[config.mk]
export PLATFORM = sky130hd
export DESIGN_NAME = instr_loader_flat
export DESIGN_NICKNAME = d
export VERILOG_FILES = /design/src/rtl/instr_loader_pkg.sv /design/src/rtl/instr_loader_if.sv /design/src/rtl/instr_word_packer.sv /design/src/rtl/instr_loader.sv /design/src/flat_wrapper.sv
export SDC_FILE = /design/constraint.sdc
export NUM_CORES = 1
export LEC_CHECK = 0
export CAP_MARGIN = 30
export CORE_MARGIN = 5
export CORE_UTILIZATION = 55
export DETAILED_ROUTE_END_ITERATION = 12
export HOLD_SLACK_MARGIN = 0.12
export PLACE_DENSITY = 0.79
export SYNTH_ARGS = -nofsm -noshare
export SYNTH_HDL_FRONTEND = slang
export SYNTH_SLANG_ARGS = --single-unit
[constraint.sdc]
create_clock -name clk_i -period 5.35 [get_ports clk_i]
set_input_delay 0.535 -clock clk_i [delete_from_list [all_inputs] [get_ports clk_i]]
set_output_delay 0.535 -clock clk_i [all_outputs]
set_load 0.02 [all_outputs]
[src/rtl/instr_loader_pkg.sv]
// Shared definitions for the boot-time instruction loader.
//   state_e        : loader FSM states
//   HDR_BYTES      : bytes in the little-endian word-count header
//   BYTES_PER_WORD : bytes packed into one instruction word
//   insert_lane()  : drops a byte into one lane of a 32-bit word
package instr_loader_pkg;

    typedef enum logic [1:0] {
        HDR  = 2'd0,
        DATA = 2'd1,
        DONE = 2'd2,
        ERR  = 2'd3
    } state_e;

    localparam int unsigned HDR_BYTES      = 4;
    localparam int unsigned BYTES_PER_WORD = 4;
    localparam int unsigned LANE_W         = 2;

    // Header and data words are both 4 bytes, so a single packer serves both.
    localparam logic [LANE_W-1:0] LANE_LAST = LANE_W'(BYTES_PER_WORD - 32'd1);

    function automatic logic [31:0] insert_lane(
        input logic [31:0]       word,
        input logic [LANE_W-1:0] lane,
        input logic [7:0]        data
    );
        logic [31:0] res;
        res = word;
        res[{lane, 3'b000} +: 8] = data;
        return res;
    endfunction

endpackage

[src/rtl/instr_loader_if.sv]
// Byte-stream / memory-write bundle of the instruction loader.
//   rx_valid_i, rx_data_i           : UART byte strobe and byte
//   mem_we_o, mem_addr_o, mem_wdata_o : instruction-memory write port
// master : environment side (drives bytes, observes writes)
// slave  : loader side (consumes bytes, drives writes)
interface instr_loader_if;

    logic        rx_valid_i;
    logic [7:0]  rx_data_i;
    logic        mem_we_o;
    logic [31:0] mem_addr_o;
    logic [31:0] mem_wdata_o;

    modport master (
        output rx_valid_i, rx_data_i,
        input  mem_we_o, mem_addr_o, mem_wdata_o
    );

    modport slave (
        input  rx_valid_i, rx_data_i,
        output mem_we_o, mem_addr_o, mem_wdata_o
    );

endinterface

[src/rtl/instr_word_packer.sv]
// Little-endian byte-to-word packer shared by the header and data paths.
//   clk_i, rst_ni : clock, async active-low reset
//   clr_i         : drop any partial word and restart at lane 0
//   valid_i       : accept byte_i into the current lane
//   byte_i        : incoming byte
//   word_o        : word including byte_i (meaningful when word_valid_o)
//   word_valid_o  : byte_i completed a word this cycle
//   lane_nxt_o    : lane the next accepted byte will occupy
module instr_word_packer
    import instr_loader_pkg::*;
(
    input  logic              clk_i,
    input  logic              rst_ni,
    input  logic              clr_i,
    input  logic              valid_i,
    input  logic [7:0]        byte_i,
    output logic [31:0]       word_o,
    output logic              word_valid_o,
    output logic [LANE_W-1:0] lane_nxt_o
);

    logic [LANE_W-1:0] lane_q, lane_d;
    logic [31:0]       word_q, word_d;

    // Next lane / partial word, and completion of a word
    always_comb begin
        lane_d       = lane_q;
        word_d       = word_q;
        word_valid_o = 1'b0;
        word_o       = insert_lane(word_q, lane_q, byte_i);
        if (clr_i) begin
            lane_d = '0;
            word_d = 32'h0000_0000;
        end else if (valid_i) begin
            word_d       = word_o;
            // Lane counter wraps naturally back to 0 after the top lane.
            lane_d       = lane_q + LANE_W'(1);
            word_valid_o = (lane_q == LANE_LAST);
        end else begin
            lane_d = lane_q;
        end
        lane_nxt_o = lane_d;
    end

    // Lane counter and partial-word register
    always_ff @(posedge clk_i or negedge rst_ni) begin
        if (!rst_ni) begin
            lane_q <= '0;
            word_q <= 32'h0000_0000;
        end else begin
            lane_q <= lane_d;
            word_q <= word_d;
        end
    end

endmodule

[src/rtl/instr_loader.sv]
// Boot-time loader: reads a 4-byte little-endian word count, then packs the
// following bytes into words written to instruction memory from address 0,
// holding the core in reset until the load completes.
//   clk_i, rst_ni : clock, async active-low reset
//   bus (slave)   : UART byte stream in, instruction-memory write port out
//   core_rst_o    : active-high core reset, released once loading is done
//   busy_o        : partial header received, or data phase in progress
//   done_o        : load complete (sticky until reset)
//   err_o         : header exceeded DEPTH_WORDS (sticky until reset)
// DEPTH_WORDS must be at least 2.
module instr_loader
    import instr_loader_pkg::*;
#(
    parameter int unsigned DEPTH_WORDS    = 1024,
    parameter int unsigned TIMEOUT_CYCLES = 1_000_000
) (
    input  logic          clk_i,
    input  logic          rst_ni,
    instr_loader_if.slave bus,
    output logic          core_rst_o,
    output logic          busy_o,
    output logic          done_o,
    output logic          err_o
);

    localparam int unsigned      CNT_W     = $clog2(DEPTH_WORDS) + 1;
    localparam int unsigned      TMO_W     = $clog2(TIMEOUT_CYCLES + 1);
    localparam logic [TMO_W-1:0] TMO_LAST  = TMO_W'(TIMEOUT_CYCLES - 32'd1);
    localparam logic [31:0]      DEPTH_W32 = 32'(DEPTH_WORDS);

    state_e             state_q, state_d;
    logic [31:0]        len_q, len_d;
    logic [CNT_W-1:0]   word_cnt_q, word_cnt_d;
    logic [TMO_W-1:0]   tmo_q, tmo_d;
    logic               mem_we_q, mem_we_d;
    logic [31:0]        mem_addr_q, mem_addr_d;
    logic [31:0]        mem_wdata_q, mem_wdata_d;
    logic               core_rst_q, core_rst_d;
    logic               busy_q, busy_d;
    logic               done_q, done_d;
    logic               err_q, err_d;

    logic               accept_s;
    logic               tmo_run_s;
    logic               timeout_s;
    logic [31:0]        pk_word_s;
    logic               pk_valid_s;
    logic [LANE_W-1:0]  pk_lane_nxt_s;

    instr_word_packer u_packer (
        .clk_i        (clk_i),
        .rst_ni       (rst_ni),
        .clr_i        (timeout_s),
        .valid_i      (accept_s),
        .byte_i       (bus.rx_data_i),
        .word_o       (pk_word_s),
        .word_valid_o (pk_valid_s),
        .lane_nxt_o   (pk_lane_nxt_s)
    );

    // Byte acceptance and idle-timeout detection
    always_comb begin
        accept_s  = bus.rx_valid_i && ((state_q == HDR) || (state_q == DATA));
        // busy_q is registered from "next state is DATA, or HDR with a partial
        // header", which is exactly when the idle timer has to run.
        tmo_run_s = busy_q;
        timeout_s = tmo_run_s && !bus.rx_valid_i && (tmo_q == TMO_LAST);
    end

    // FSM state register
    always_ff @(posedge clk_i or negedge rst_ni) begin
        if (!rst_ni) begin
            state_q <= HDR;
        end else begin
            state_q <= state_d;
        end
    end

    // FSM next-state logic
    always_comb begin
        state_d = state_q;
        case (state_q)
            HDR: begin
                if (timeout_s) begin
                    state_d = HDR;
                end else if (pk_valid_s) begin
                    if (pk_word_s == 32'h0000_0000) begin
                        state_d = DONE;
                    end else if (pk_word_s > DEPTH_W32) begin
                        state_d = ERR;
                    end else begin
                        state_d = DATA;
                    end
                end else begin
                    state_d = HDR;
                end
            end
            DATA: begin
                // Completion is judged in the strobe cycle, after the count
                // has already moved past the final word.
                if (timeout_s) begin
                    state_d = HDR;
                end else if (mem_we_q && (32'(word_cnt_q) == len_q)) begin
                    state_d = DONE;
                end else begin
                    state_d = DATA;
                end
            end
            DONE:    state_d = DONE;
            ERR:     state_d = ERR;
            default: state_d = HDR;
        endcase
    end

    // FSM outputs, decoded from the next state so they register with it
    always_comb begin
        core_rst_d = 1'b1;
        busy_d     = 1'b0;
        done_d     = 1'b0;
        err_d      = 1'b0;
        case (state_d)
            HDR:     busy_d     = (pk_lane_nxt_s != '0);
            DATA:    busy_d     = 1'b1;
            DONE: begin
                core_rst_d = 1'b0;
                done_d     = 1'b1;
            end
            ERR:     err_d      = 1'b1;
            default: core_rst_d = 1'b1;
        endcase
    end

    // Length, word counter, idle timer and memory write port
    always_comb begin
        len_d       = len_q;
        word_cnt_d  = word_cnt_q;
        tmo_d       = tmo_q;
        mem_we_d    = 1'b0;
        mem_addr_d  = mem_addr_q;
        mem_wdata_d = mem_wdata_q;
        if (timeout_s) begin
            // Resync only; words already written stay in memory.
            len_d      = 32'h0000_0000;
            word_cnt_d = '0;
            tmo_d      = '0;
        end else begin
            if (accept_s) begin
                tmo_d = '0;
            end else if (tmo_run_s) begin
                tmo_d = tmo_q + TMO_W'(1);
            end else begin
                tmo_d = '0;
            end
            if (pk_valid_s && (state_q == HDR)) begin
                len_d      = pk_word_s;
                word_cnt_d = '0;
            end else if (pk_valid_s && (state_q == DATA)) begin
                mem_we_d    = 1'b1;
                mem_wdata_d = pk_word_s;
                // Top count bit only flags "all words written"; it never
                // reaches the address.
                mem_addr_d  = 32'({word_cnt_q[CNT_W-2:0], 2'b00});
                word_cnt_d  = word_cnt_q + CNT_W'(1);
            end else begin
                word_cnt_d = word_cnt_q;
            end
        end
    end

    // Datapath and output registers
    always_ff @(posedge clk_i or negedge rst_ni) begin
        if (!rst_ni) begin
            len_q       <= 32'h0000_0000;
            word_cnt_q  <= '0;
            tmo_q       <= '0;
            mem_we_q    <= 1'b0;
            mem_addr_q  <= 32'h0000_0000;
            mem_wdata_q <= 32'h0000_0000;
            core_rst_q  <= 1'b1;
            busy_q      <= 1'b0;
            done_q      <= 1'b0;
            err_q       <= 1'b0;
        end else begin
            len_q       <= len_d;
            word_cnt_q  <= word_cnt_d;
            tmo_q       <= tmo_d;
            mem_we_q    <= mem_we_d;
            mem_addr_q  <= mem_addr_d;
            mem_wdata_q <= mem_wdata_d;
            core_rst_q  <= core_rst_d;
            busy_q      <= busy_d;
            done_q      <= done_d;
            err_q       <= err_d;
        end
    end

    assign bus.mem_we_o    = mem_we_q;
    assign bus.mem_addr_o  = mem_addr_q;
    assign bus.mem_wdata_o = mem_wdata_q;
    assign core_rst_o      = core_rst_q;
    assign busy_o          = busy_q;
    assign done_o          = done_q;
    assign err_o           = err_q;

endmodule

[src/flat_wrapper.sv]
// flat-port wrapper written by rule: the top's interface ports become plain ports
module instr_loader_flat import instr_loader_pkg::*;
#(
    parameter int unsigned DEPTH_WORDS    = 1024,
    parameter int unsigned TIMEOUT_CYCLES = 1_000_000
)
  (clk_i, rst_ni, core_rst_o, busy_o, done_o, err_o, bus_rx_valid_i, bus_rx_data_i, bus_mem_we_o, bus_mem_addr_o, bus_mem_wdata_o);
  instr_loader_if bus_i ();
  input  logic clk_i;
  input  logic rst_ni;
  output logic core_rst_o;
  output logic busy_o;
  output logic done_o;
  output logic err_o;
  input wire logic [$bits(bus_i.rx_valid_i)-1:0] bus_rx_valid_i;
  input wire logic [$bits(bus_i.rx_data_i)-1:0] bus_rx_data_i;
  output wire logic [$bits(bus_i.mem_we_o)-1:0] bus_mem_we_o;
  output wire logic [$bits(bus_i.mem_addr_o)-1:0] bus_mem_addr_o;
  output wire logic [$bits(bus_i.mem_wdata_o)-1:0] bus_mem_wdata_o;
  assign bus_i.rx_valid_i = bus_rx_valid_i;
  assign bus_i.rx_data_i = bus_rx_data_i;
  assign bus_mem_we_o = bus_i.mem_we_o;
  assign bus_mem_addr_o = bus_i.mem_addr_o;
  assign bus_mem_wdata_o = bus_i.mem_wdata_o;
  instr_loader #(.DEPTH_WORDS(DEPTH_WORDS), .TIMEOUT_CYCLES(TIMEOUT_CYCLES)) u_core (.clk_i(clk_i), .rst_ni(rst_ni), .bus(bus_i), .core_rst_o(core_rst_o), .busy_o(busy_o), .done_o(done_o), .err_o(err_o));
endmodule
==> results.json, run 1 <==
{
  "ir_drop_uv": 301,
  "skew_ns": 0.00749,
  "portBuffers": 57,
  "synth-compound-area-share_pct": 13.7,
  "synth_fa_ha_area_share_pct": 1.29,
  "finalNetCount": 759,
  "initial_core_util_pct": 56.3,
  "drc_errors": 0,
  "synth_top_area_share_pct": 53.4,
  "io_pins": 80,
  "rsz0062_at_grt": "false",
  "drt_iter0_markers": 564,
  "reg2reg_from": "u_core.u_packer.lane_q[0]",
  "ys_seq_area_share_pct": 53.8,
  "fmax_mhz": 338,
  "ys_ff_latch": 146,
  "min_path_type": "in -> async",
  "synth-xor-area-share_pct": 4.77,
  "finalSetupTns_ns": 0,
  "synth.mux.area_fraction_pct": 0.147,
  "powerDensity_nw_per_um2": 573,
  "slew_headroom_pct": 48.8,
  "yosys.area_share.simple_pct": 21.0,
  "setup_viol": 0,
  "crit_start": "u_core.u_packer.lane_q[0]",
  "synth_edf_count": 0,
  "wl_per_cell_um": 17.2,
  "synth_top_family_by_area": "simple AND/OR/NAND/NOR gates",
  "gp_routability_congestion": 0.850,
  "area_growth_pct": 16.5,
  "worstMarginPinSlew_ns": 0.769,
  "cts_sinks": 146,
  "hold_violations": 0,
  "syn_inst": 700,
  "startpoint_type": "flip-flop",
  "antenna_found_initial": 0,
  "numCtsBuffers": 17,
  "clockBufferDepth": 2,
  "hpwlAfterDp_um": 10400,
  "ff2ff_setup_slack_ns": 2.39,
  "clkSlewWorstSetupHoldPaths_ns": 0.06,
  "cp.arrival_ns": 3.28,
  "min_period_over_period_pct": 55.3,
  "dieArea_um2": 14700,
  "synth_top_cell_by_area": "dfrtp_1",
  "post_cts_buffers": 0,
  "endpoint": "u_core.state_q[1]",
  "endpoint_kind": "flip-flop",
  "synth.distinct_cells": 49,
  "slew_violations": 0,
  "ys.flop_type": "dfrtp_1",
  "grt_pass1_vias": 5327,
  "synthTopCellsByArea": "dfrtp_1 (53%), o21ai_0 (5.2%), nand2_1 (4.6%)",
  "postRouteAntennaNets": 0,
  "r2r_end": "u_core.state_q[1]",
  "n_antenna_cell": 0,
  "synth.cell_area_um2": 6800,
  "layout-drive-gt1-share_pct": 5.98,
  "p_total_w": 0.00454,
  "grt_pass1_wl_um": 26200,
  "crit_type": "reg -> reg",
  "std_cell_rows": 40,
  "h-tree-depth": 4,
  "leakagePower_nw": 3.47,
  "n_fill_cell": 956,
  "cts.hold.buffers_added": 0,
  "synthArstFlopShare_pct": 100,
  "rr_worst_depth": 8,
  "core_um2": 12100,
  "grt_max_degree": 88,
  "num_vias": 5331,
  "timing.final.crit_period_ns": 2.96,
  "die_x_um": 121,
  "outcome": "finished clean",
  "grt_usage_pct": 22.7,
  "syn_avg_cell_area_um2": 9.71,
  "maxCapViolCount": 0,
  "cp_max_fo": 12,
  "clk_latency_ns": 0.43,
  "grt-ovfl-total": 0,
  "worstPathRequired_ns": 5.67,
  "cts-resized-gates": 0,
  "fp.dieH_um": 121,
  "viasPerCell": 5.79,
  "synth-warning-count": 0,
  "cts_tree": "done",
  "wirelength_um": 15800,
  "cts-root-buf": "clkbuf_16",
  "drt-pass1-iter-count": 5
}
## critical path: stages (launching register included)
cell       delay (ns)
dfrtp_1          0.56
inv_1            0.15
ha_1             0.44
and4bb_1         0.39
o22a_4           0.25
a2111oi_4        0.42
xor2_1           0.26
nand4_1          0.19
and2_1           0.19
## synth_stat cells (all sizes together) (2+ instances only)
| cell type | count |
|---|---|
| a21boi | 3 |
| xor2 | 23 |
| nand3 | 45 |
| nand2 | 83 |
| a31oi | 18 |
| clkbuf | 36 |
| and4 | 3 |
| inv | 5 |
| nor2 | 68 |
| xnor2 | 14 |
| o21ai | 70 |
| nor4b | 2 |
| ha | 7 |
| a41oi | 2 |
| a21oi | 22 |
| and4b | 2 |
| dfrtp | 145 |
| nor3b | 3 |
| a211oi | 32 |
| nand4 | 14 |
| or3 | 3 |
| nor2b | 32 |
| nor3 | 5 |
| and3 | 11 |
| buf | 28 |
| nor4 | 9 |
## power by group
group	total [W]	leakage [nW]	internal, W	switching [W]
combinational	0.00172	1.35	0.000678	0.00104
sequential	0.00174	1.86	0.00148	0.000260
clock	0.00108	0.266	0.000652	0.000426
## placed cells by master, fill, tap and decap left out, types with 3 or more instances in the layout
master and instances:
nor3_1 3, or3_1 3, o21ai_0 70, inv_1 5
nand4_1 14, clkbuf_16 17, clkinv_2 6, xor2_1 23
buf_4 7, a211oi_1 32, nor4_1 9, nand2_1 83
ha_1 7, conb_1 22, nand3_1 45, and3_1 11
clkbuf_1 4, nor2_1 68, xnor2_1 14, a21oi_1 22
clkdlybuf4s50_1 56, a31oi_1 18, nor2b_1 31, dfrtp_1 145
## worst min-delay path by stage
stage | start | to | depth (start not counted)
final | rst_ni | u_core.bus.mem_wdata_o[20] | 1
after global routing | rst_ni | u_core.bus.mem_wdata_o[16] | 1
after CTS | rst_ni | u_core.bus.mem_wdata_o[20] | 1
after detailed placement | u_core.bus.mem_addr_o[6] | u_core.bus.mem_addr_o[6] | 2
after global placement | u_core.bus.mem_addr_o[10] | u_core.bus.mem_addr_o[10] | 2
after floorplan | rst_ni | u_core.bus.mem_addr_o[10] | 0
## final cells by class
type	count	area (µm²)	area share [%]
Clock buffer	23	468	5.91
Clock inverter	7	60.1	0.759
Inverter	5	18.8	0.237
Multi-Input combinational cell	506	2870	36.2
Sequential cell	146	3650	46.2
Tap cell	168	210	2.65
Timing Repair Buffer	65	639	8.08
## registers in the layout, summed over array words and instances (netlist names), 2 cells and up
register and cells:
u_core.bus.mem_addr_o 10, u_core.len_q 32, u_core.tmo_q 20, u_core.u_packer.lane_q 2, u_core.word_cnt_q 11, u_core.state_q 2, u_core.u_packer.word_q 32, u_core.bus.mem_wdata_o 32
## routing by layer
layer | up-vias | global-route usage (%) | wire length, µm
li1 | 2471 | - | -
met1 | 2636 | 29.0 | 6650
met2 | 175 | 36.2 | 7700
met3 | 49 | 6.34 | 933
met4 | 0 | 10.3 | 507
met5 | - | 0 | 0
## cells by family (layout without fill, tap and decap cells)
family | after synthesis | count (layout)
adders and majority gates | 7 | 7
buffers and inverters | 69 | 100
xor gates and xnor gates | 37 | 37
AOI/OAI and AO/OA | 152 | 152
muxes | 1 | 1
and+or+nand+nor | 287 | 287
other | 1 | 22
DFF | 146 | 146
## metrics by stage
step           instances  utilization, %  worst slack [ns]  hold WS [ns]  area (µm²)
5_1_grt              920            65.6              2.24         0.234        7920
4_1_cts              920            65.6              2.39         0.188        7920
2_1_floorplan        721               -              2.92         0.239        6880
3_5_place_dp         890            61.3              2.40         0.462        7390
3_3_place_gp         889            61.1              1.85         0.459        7370
6_report             920            65.6              2.39         0.163        7920
Power figures use the tool's default switching activity.
==> inputs of run 2 (changes only) <==
==> constraint.sdc (replaced) <==
create_clock -name clk_i -period 3.1 [get_ports clk_i]
set_input_delay 0.31 -clock clk_i [delete_from_list [all_inputs] [get_ports clk_i]]
set_output_delay 0.31 -clock clk_i [all_outputs]
set_load 0.02 [all_outputs]
==> results.json, run 2 (synthesis gave the netlist of run 1 again) <==
{
  "final_cell_mix": "dfrtp_1 (145), nand2_1 (83), o21ai_0 (70)",
  "slew_headroom_pct": 46.6,
  "grt_pass1_vias": 5308,
  "cts_sinks": 146,
  "clkSlewWorstSetupHoldPaths_ns": 0.06,
  "min_period_over_period_pct": 91.9,
  "leakagePower_nw": 3.54,
  "met1_usage_pct": 29.9,
  "setup_viol": 0,
  "powerDensity_nw_per_um2": 1020,
  "hold_violations": 0,
  "clockBufferDepth": 2,
  "grt_max_degree": 78,
  "ff2ff_setup_slack_ns": 0.25,
  "skew_ns": 0.00795,
  "portBuffers": 57,
  "endpoint_kind": "flip-flop",
  "outcome": "finished clean",
  "grt-ovfl-total": 0,
  "maxCapViolCount": 0,
  "crit_type": "reg -> reg",
  "initial_core_util_pct": 56.3,
  "rsz0062_at_grt": "false",
  "cts-resized-gates": 0,
  "dieArea_um2": 14700,
  "gp_routability_congestion": 0.873,
  "final_common_cell": "dfrtp_1",
  "fmax_mhz": 351,
  "n_fill_cell": 917,
  "ir_drop_uv": 504,
  "slew_violations": 0,
  "numCtsBuffers": 17,
  "cts-root-buf": "clkbuf_16",
  "fp.dieH_um": 121,
  "n_antenna_cell": 0,
  "hpwlAfterDp_um": 10700,
  "cts.hold.buffers_added": 1,
  "cp.arrival_ns": 3.15,
  "grt_usage_pct": 23.0,
  "drc_errors": 0,
  "place_area_um2": 7410,
  "layout-drive-gt1-share_pct": 7.00,
  "area_growth_pct": 19.1,
  "core_um2": 12100,
  "antenna_found_initial": 0,
  "min_path_type": "in -> async",
  "rr_worst_depth": 8,
  "timing.final.crit_period_ns": 2.85,
  "startpoint_type": "flip-flop",
  "finalSetupTns_ns": 0,
  "clk_latency_ns": 0.41,
  "top_usage_layer": "met2",
  "h-tree-depth": 4,
  "drt-pass1-iter-count": 5,
  "io_pins": 80,
  "num_vias": 5301,
  "die_x_um": 121,
  "use_met2_pct": 36.6,
  "std_cell_rows": 40,
  "wl_per_cell_um": 17.3,
  "cp_max_fo": 12,
  "wirelength_um": 16000,
  "grtUsageMet3_pct": 6.43,
  "worstPathRequired_ns": 3.40,
  "post_cts_buffers": 0,
  "drt_iter0_markers": 401,
  "postRouteAntennaNets": 0,
  "worstMarginPinSlew_ns": 0.798,
  "cts_tree": "done",
  "viasPerCell": 5.73,
  "finalNetCount": 762,
  "fin_area_um2": 8090,
  "grt_pass1_wl_um": 26700
}
[run 2: worst max-delay path: stages, from the launching register on]
cell	delay, ns
dfrtp_1	0.57
inv_1	0.15
ha_1	0.43
and4bb_1	0.39
o22a_4	0.25
a2111oi_4	0.39
xor2_1	0.24
nand4_1	0.16
and2_1	0.17
[run 2: power breakdown]
group          leakage (nW)  switching, W  internal [W]
clock network         0.322      0.000788       0.00153
registers              1.86      0.000463       0.00256
logic                  1.36       0.00176       0.00118
[run 2: routing by layer]
layer	up-vias	wire length, µm
met4	0	376
met1	2586	6730
met3	33	1120
li1	2489	-
met5	-	0
met2	193	7760
[run 2: cell type report]
cell class	instances	area (µm²)	area share [%]
timing repair buffer	68	669	8.27
multi-input combinational	506	2870	35.4
clock buffer	18	439	5.43
tap	168	210	2.60
inverter	5	18.8	0.232
clock inverter	14	235	2.91
sequential	146	3650	45.2
[run 2: final timing paths]
path / start / end
min in group clk_i: u_core.bus.mem_addr_o[10] / u_core.bus.mem_addr_o[10]
worst max register to register: u_core.u_packer.lane_q[0] / u_core.state_q[1]
worst max-delay path: u_core.u_packer.lane_q[0] / u_core.state_q[1]
worst min-delay path: rst_ni / u_core.bus.mem_wdata_o[13]
max in group asynchronous: rst_ni / u_core.len_q[23]
worst min register to register: u_core.bus.mem_addr_o[10] / u_core.bus.mem_addr_o[10]
[run 2: metrics by stage]
step | power [W] | hold slack (ns) | setup WS (ns) | std cells | utilization [%]
6_report | 0.00828 | 0.357 | 0.252 | 925 | 67.1
5_1_grt | 0.00878 | 0.391 | 0.0779 | 925 | 67.1
4_1_cts | 0.00829 | 0.367 | 0.288 | 925 | 67.1
3_5_place_dp | 0.00594 | 0.223 | 0.291 | 892 | 61.4
3_3_place_gp | 0.00582 | 0.220 | 0.458 | 892 | 61.4
2_1_floorplan | 0.00489 | 0.0144 | 0.668 | 721 | -
